<file path="src/rtl/wb_master_posted_if_pkg.sv">
// Shared definitions for the Wishbone posted-write master: FSM states,
// stall/write constants and the failure-event rule.
package wb_master_posted_if_pkg;

  typedef enum logic [1:0] {
    WB_IDLE           = 2'b00,
    WB_BUSY           = 2'b01,
    WB_POST           = 2'b10,
    WB_WAIT_FOR_STALL = 2'b11
  } wb_state_t;

  localparam logic STOP          = 1'b1;
  localparam logic NO_STOP       = 1'b0;
  localparam logic WRITE_DISABLE = 1'b0;

  // A slave error always wins; an expired wait only fails if the slave did not ack in that cycle.
  function automatic logic fail_event(input logic err, input logic expired, input logic ack);
    return err | (expired & ~ack);
  endfunction

endpackage

</file>
<file path="src/rtl/wb_master_posted_if_timeout_ctr.sv">
// Bounded-wait counter: counts strobe cycles without a response and
// saturates at TIMEOUT. TIMEOUT = 0 disables expiry entirely.
module wb_timeout_ctr #(
  parameter int TIMEOUT = 255,
  parameter int TO_W    = 8
) (
  input  logic clk,
  input  logic rst,
  input  logic clr,
  input  logic run,
  output logic expired
);

  localparam logic [TO_W-1:0] LIMIT = TO_W'(TIMEOUT);

  logic [TO_W-1:0] count;

  always_ff @(posedge clk) begin
    if (rst || clr) begin
      count <= '0;
    end else if (run && (count != LIMIT)) begin
      count <= count + TO_W'(1);
    end
  end

  assign expired = (TIMEOUT != 0) && (count == LIMIT);

endmodule

</file>
<file path="src/rtl/wb_master_posted_if.sv">
// Wishbone B3 classic single-cycle master for the CPU pipeline, with bus
// error handling, a bounded-wait timeout and optional posted writes.
module wb_master_posted_if
  import wb_master_posted_if_pkg::*;
#(
  parameter int DW        = 32,
  parameter int AW        = 32,
  parameter int SW        = DW / 8,
  parameter int STALL_W   = 6,
  parameter int TIMEOUT   = 255,
  parameter int TO_W      = 8,
  parameter int POSTED_WR = 1
) (
  input  logic               clk,
  input  logic               rst,
  input  logic [STALL_W-1:0] stall_i,
  input  logic               flush_i,
  input  logic               cpu_ce_i,
  input  logic [AW-1:0]      cpu_addr_i,
  input  logic [DW-1:0]      cpu_data_i,
  input  logic               cpu_we_i,
  input  logic [SW-1:0]      cpu_sel_i,
  output logic [DW-1:0]      cpu_data_o,
  output logic               cpu_err_o,
  output logic               wr_err_o,
  output logic               stallreq,
  input  logic [DW-1:0]      wb_data_i,
  input  logic               wb_ack_i,
  input  logic               wb_err_i,
  output logic [AW-1:0]      wb_addr_o,
  output logic [DW-1:0]      wb_data_o,
  output logic               wb_we_o,
  output logic [SW-1:0]      wb_sel_o,
  output logic               wb_stb_o,
  output logic               wb_cyc_o
);

  wb_state_t     state;
  logic [DW-1:0] rd_buf;
  logic          err_buf;

  logic expired;
  logic fail;
  logic ack_ok;
  logic term;
  logic stalled;
  logic launch;
  logic posted_req;
  logic bus_release;

  wb_timeout_ctr #(
    .TIMEOUT (TIMEOUT),
    .TO_W    (TO_W)
  ) u_timeout (
    .clk     (clk),
    .rst     (rst),
    .clr     (launch),
    .run     (wb_stb_o & ~wb_ack_i & ~wb_err_i),
    .expired (expired)
  );

  always_comb begin
    fail        = fail_event(wb_err_i, expired, wb_ack_i);
    ack_ok      = wb_ack_i & ~fail;
    term        = ack_ok | fail;
    stalled     = |stall_i;
    posted_req  = cpu_we_i & (POSTED_WR != 0);
    launch      = (state == WB_IDLE) & cpu_ce_i & ~flush_i;
    bus_release = ((state == WB_BUSY) & (term | flush_i)) |
                  ((state == WB_POST) & term);
  end

  // CPU-facing outputs are gated by reset so an in-flight transfer cannot report an error while being reset.
  always_comb begin
    cpu_data_o = '0;
    cpu_err_o  = 1'b0;
    wr_err_o   = 1'b0;
    stallreq   = NO_STOP;
    if (!rst) begin
      unique case (state)
        WB_IDLE: begin
          stallreq = (launch & ~posted_req) ? STOP : NO_STOP;
        end
        WB_BUSY: begin
          if (term) begin
            cpu_err_o = fail;
            if (ack_ok && !wb_we_o) begin
              cpu_data_o = wb_data_i;
            end
          end else if (!flush_i) begin
            stallreq = STOP;
          end
        end
        WB_POST: begin
          wr_err_o = fail;
          stallreq = cpu_ce_i ? STOP : NO_STOP;
        end
        WB_WAIT_FOR_STALL: begin
          cpu_data_o = rd_buf;
          cpu_err_o  = err_buf;
        end
      endcase
    end
  end

  always_ff @(posedge clk) begin
    if (rst) begin
      state     <= WB_IDLE;
      rd_buf    <= '0;
      err_buf   <= 1'b0;
      wb_addr_o <= '0;
      wb_data_o <= '0;
      wb_we_o   <= WRITE_DISABLE;
      wb_sel_o  <= '0;
      wb_stb_o  <= 1'b0;
      wb_cyc_o  <= 1'b0;
    end else begin
      if (launch) begin
        wb_addr_o <= cpu_addr_i;
        wb_data_o <= cpu_data_i;
        wb_we_o   <= cpu_we_i;
        wb_sel_o  <= cpu_sel_i;
        wb_stb_o  <= 1'b1;
        wb_cyc_o  <= 1'b1;
      end else if (bus_release) begin
        wb_addr_o <= '0;
        wb_data_o <= '0;
        wb_we_o   <= WRITE_DISABLE;
        wb_sel_o  <= '0;
        wb_stb_o  <= 1'b0;
        wb_cyc_o  <= 1'b0;
      end

      unique case (state)
        WB_IDLE: begin
          if (launch) begin
            state <= posted_req ? WB_POST : WB_BUSY;
          end
        end
        WB_BUSY: begin
          if (term) begin
            // A stalled pipeline cannot take the result yet, so park it until the stall clears.
            if (stalled) begin
              rd_buf  <= (ack_ok && !wb_we_o) ? wb_data_i : '0;
              err_buf <= fail;
              state   <= WB_WAIT_FOR_STALL;
            end else begin
              state <= WB_IDLE;
            end
          end else if (flush_i) begin
            state <= WB_IDLE;
          end
        end
        WB_POST: begin
          if (term) begin
            state <= WB_IDLE;
          end
        end
        WB_WAIT_FOR_STALL: begin
          if (!stalled) begin
            err_buf <= 1'b0;
            state   <= WB_IDLE;
          end
        end
      endcase
    end
  end

endmodule
</file>
<file path="config.mk">
export PLATFORM = sky130hd
export DESIGN_NAME = wb_master_posted_if
export DESIGN_NICKNAME = d
export VERILOG_FILES = /design/src/rtl/wb_master_posted_if_pkg.sv /design/src/rtl/wb_master_posted_if_timeout_ctr.sv /design/src/rtl/wb_master_posted_if.sv
export SDC_FILE = /design/constraint.sdc
export NUM_CORES = 1
export LEC_CHECK = 0
export BUFFER_PORTS_ARGS = -buffer_cell sky130_fd_sc_hd__buf_2
export CAP_MARGIN = 10
export CORE_AREA = 2 2 122 154
export CTS_CLUSTER_DIAMETER = 200
export DETAILED_ROUTE_END_ITERATION = 8
export DIE_AREA = 0 0 124 156
export HOLD_SLACK_MARGIN = 0.03
export REMOVE_ABC_BUFFERS = 1
export SYNTH_ARGS = -nofsm -noshare
export SYNTH_HDL_FRONTEND = slang
export SYNTH_SLANG_ARGS = --single-unit
</file>
<file path="constraint.sdc">
create_clock -name clk -period 3.45 [get_ports clk]
set_clock_uncertainty 0.15 [all_clocks]
set_input_delay 0.69 -clock clk [delete_from_list [all_inputs] [get_ports clk]]
set_output_delay 0.69 -clock clk [all_outputs]
set_load 0.02 [all_outputs]
</file>
==> impl_results.md <==
- Final Hold Slack: roughly 0.30 ns
- R2R Path Start: u_timeout.count[0]
- Post-synthesis xor/xnor area fraction: 0.01188
- Synth Area per Inst: a little under 10 µm²
- Commonest non-fill, non-tap cell in the layout: buf_2
- Setup bufs post-CTS: 0
- Worst Setup SP: u_timeout.count[0]
- Yosys top cell area share: 0.5115
- Hold Crit Class: reg2reg
- Synth area leaders: dfxtp_1 51%, a22o_1 13%, a32oi_1 4.8%
- Height of the die: about 160 µm
- Die Wd: around 120 µm
- #FFs+latches synth: ~110
- Post-detail-place hpwl: just over 9 mm
- CTS Buf Count: 17
- Hold Path Origin: rd_buf[18]
- CTS Hold Bufs: 0
- Grt total ovfl: 0
- ANT nets after route: 0
- Clock Path Buffers: 2
- Pwr Total: 0.003677 W
- GRT Overall Usage: 0.1344
- Post-Synthesis Cells: between 400 and 500
- Fin. max-slew vios: 0
- Fin. Hold Viols: 0
- Min Clock Period, post-route: 3.060 ns
- Core Util, Final: 0.3509
- Drt total wl: around 13 mm
- Setup crit end kind: output port
- Power per Cell Area: between 500 and 600 mW/mm²
- Max FO, Critical Path: 25
- Synth warnings: 0
- Final setup vio count: 0
- Area fraction in compound gates after synthesis: 0.2719
- Ports: around 220
- Most frequent cells in the layout: 218 x buf_2, 113 x dfxtp_1, 68 x a22o_1
- Fillers: approximately 1900
- Via count: about 4200
- Yosys cell types: 45
- Root Driver: clkbuf_16
- RSZ-0062 raised after global routing: false
- Run status: finished clean
- Clock sinks: roughly 110
- Die area: about 0.019 mm²
- Synth Flop Type: dfxtp_1
- Post-synth EDFFs: 0
- Seq/Total Area, Yosys: 0.5115
- CTS H-Tree Depth: 4
- Crit path DAT: about 2.2 ns
- Layout Nets: between 700 and 800
- Worst-Margin Slew: 0.8253 ns
- Layout cells sized above 1: 0.3982
- First-pass GRT wire length: between 20 and 25 mm
- Max-cap violations: 0
- Routed WL per cell: roughly 15 µm
- CTS tree: done
- Final period utilization: 0.8871
- Synth Cell Area: around 0.0044 mm²
- 1st-pass router iterations: 4
- Critical path's top delay family: compound AO/OA/AOI/OAI gates
- Synthesized-area fraction occupied by adder cells: 0.002829
- Post-route insts no fill: ~900
- Crit path required time: between 2 and 3 ns
- Fmax: around 0.33 GHz
- Max-slew headroom: 0.4473
- Critical path buffer and inverter count: 2
- Worst-Skew Late Latency: ~0.4 ns
- Initial antenna violation count: 3
- Biggest area consumer among synthesized cells: dfxtp_1
- Placed cell count: 869
- Leak: around 2.8 nW
- Asr flop ratio synth: 0
- Worst IR Drop VDD: between 200 and 300 µV
- Drt via density: between 4 and 5
- Largest family of logic cells by synthesized area: compound AO/OA/AOI/OAI gates
- Core area: roughly 0.018 mm²
- Mux cell area share after synthesis: 0.004526
- Critical path, cell by cell: ha_1, and3_1, a21boi_4, nor2_1, buf_4, a32oi_1, nor2_1, buf_2
- CP most frequent cell: nor2_1
- GPL Wtd Cong: roughly 0.81
- TNS Setup: 0 ns
- Initial Util: 0.2472
- Clock Pin Slew Worst Setup and Hold Paths: ~0.05 ns
- 1st-iter DRT viols: 113
- PostCTS Resize Cnt: 0
- Area share of and/or/nand/nor cells after synthesis: 0.1468
- IO buf count: approximately 220
- Crit Path Class: reg2out
- Syn-to-layout area delta: 41.95%
- DRC errors left: 0
- Slowest CP cell: dfxtp_1
- Largest net degree at the start of global routing: 70
- CP startpoint kind: register
- Rows: 55
- Critical Path Max Stage Delay: 0.33 ns
- Number of global-route vias before repair: 3934
-- per-layer routing --
metal | wire, µm | global-route usage
met4 | 207 | 0.05725
met2 | 6115 | 0.2156
met5 | 24 | 0
met3 | 1300 | 0.05885
met1 | 5642 | 0.1546
-- area by class of cell --
type	instances	area, µm²	area share
timing repair buffer	227	1196	0.1905
clock inverter	15	145.1	0.02312
multi-input combinational	298	1951	0.3107
inverter	3	11.26	0.001794
sequential	113	2262	0.3603
clock buffer	17	425.4	0.06776
antenna	1	2.502	0.0003986
tap	228	285.3	0.04544
-- sequential cells by signal, summed over array words and instances, names as in the netlist --
name,cells
wb_cyc_o,1
u_timeout.count,8
wb_we_o,1
wb_sel_o,4
wb_data_o,32
state,2
rd_buf,32
err_buf,1
wb_addr_o,32
-- path summary, 6_finish.rpt --
check                         to  cells after the start  slack (ns)
setup / recovery  cpu_data_o[17]                      8        0.39
hold / removal        rd_buf[18]                      2        0.30
setup reg to reg      rd_buf[24]                      6        0.88
hold reg to reg       rd_buf[18]                      2        0.30
-- synthesized netlist by cell type, types with 2 or more instances --
library cell	instances
dfxtp_1	113
a22o_1	68
nor2_1	51
nand2_1	33
nand3_1	31
a21oi_1	28
a32oi_1	24
clkbuf_1	23
buf_2	11
a22oi_1	8
a32o_1	8
buf_6	4
nand2b_1	4
xor2_1	4
buf_4	3
inv_1	3
o21ai_0	3
a31oi_1	2
and2_1	2
and3_1	2
mux2i_1	2
nand4_1	2
nor3b_1	2
nor4_1	2
o31ai_1	2
xnor2_1	2
-- stage by stage --
step                instance area (µm²)  setup slack, ns
floorplan                          4210           -1.959
global placement                   5705           0.5204
detailed placement                 5705           0.5543
CTS                                6276           0.3543
global route                       6279           0.2148
finish                             6279           0.3896
-- worst reg2reg max path, cell delays in order (launching register included) --
cell and delay, ns:
dfxtp_1 0.37, ha_1 0.20, nand3_1 0.15, o21ai_0 0.50
and2_1 0.56, nor2_1 0.27, a32o_1 0.27
-- cells by family (layout without fill, tap and decap cells) --
logic type,count (synthesis),count (layout)
other,0,1
AOI/OAI and AO/OA,150,150
muxes,2,2
and+or+nand+nor,139,139
adders and majority gates,1,1
xor gates and xnor gates,6,6
DFF,113,113
buffers and inverters,45,262
-- report_power, final --
part | switching (W) | internal [W] | total [W]
clock | 0.000671 | 0.00101 | 0.00168
sequential | 0.0000558 | 0.00138 | 0.00144
combinational | 0.000357 | 0.000202 | 0.000559
No activity file was read; power rests on OpenSTA's default activity.
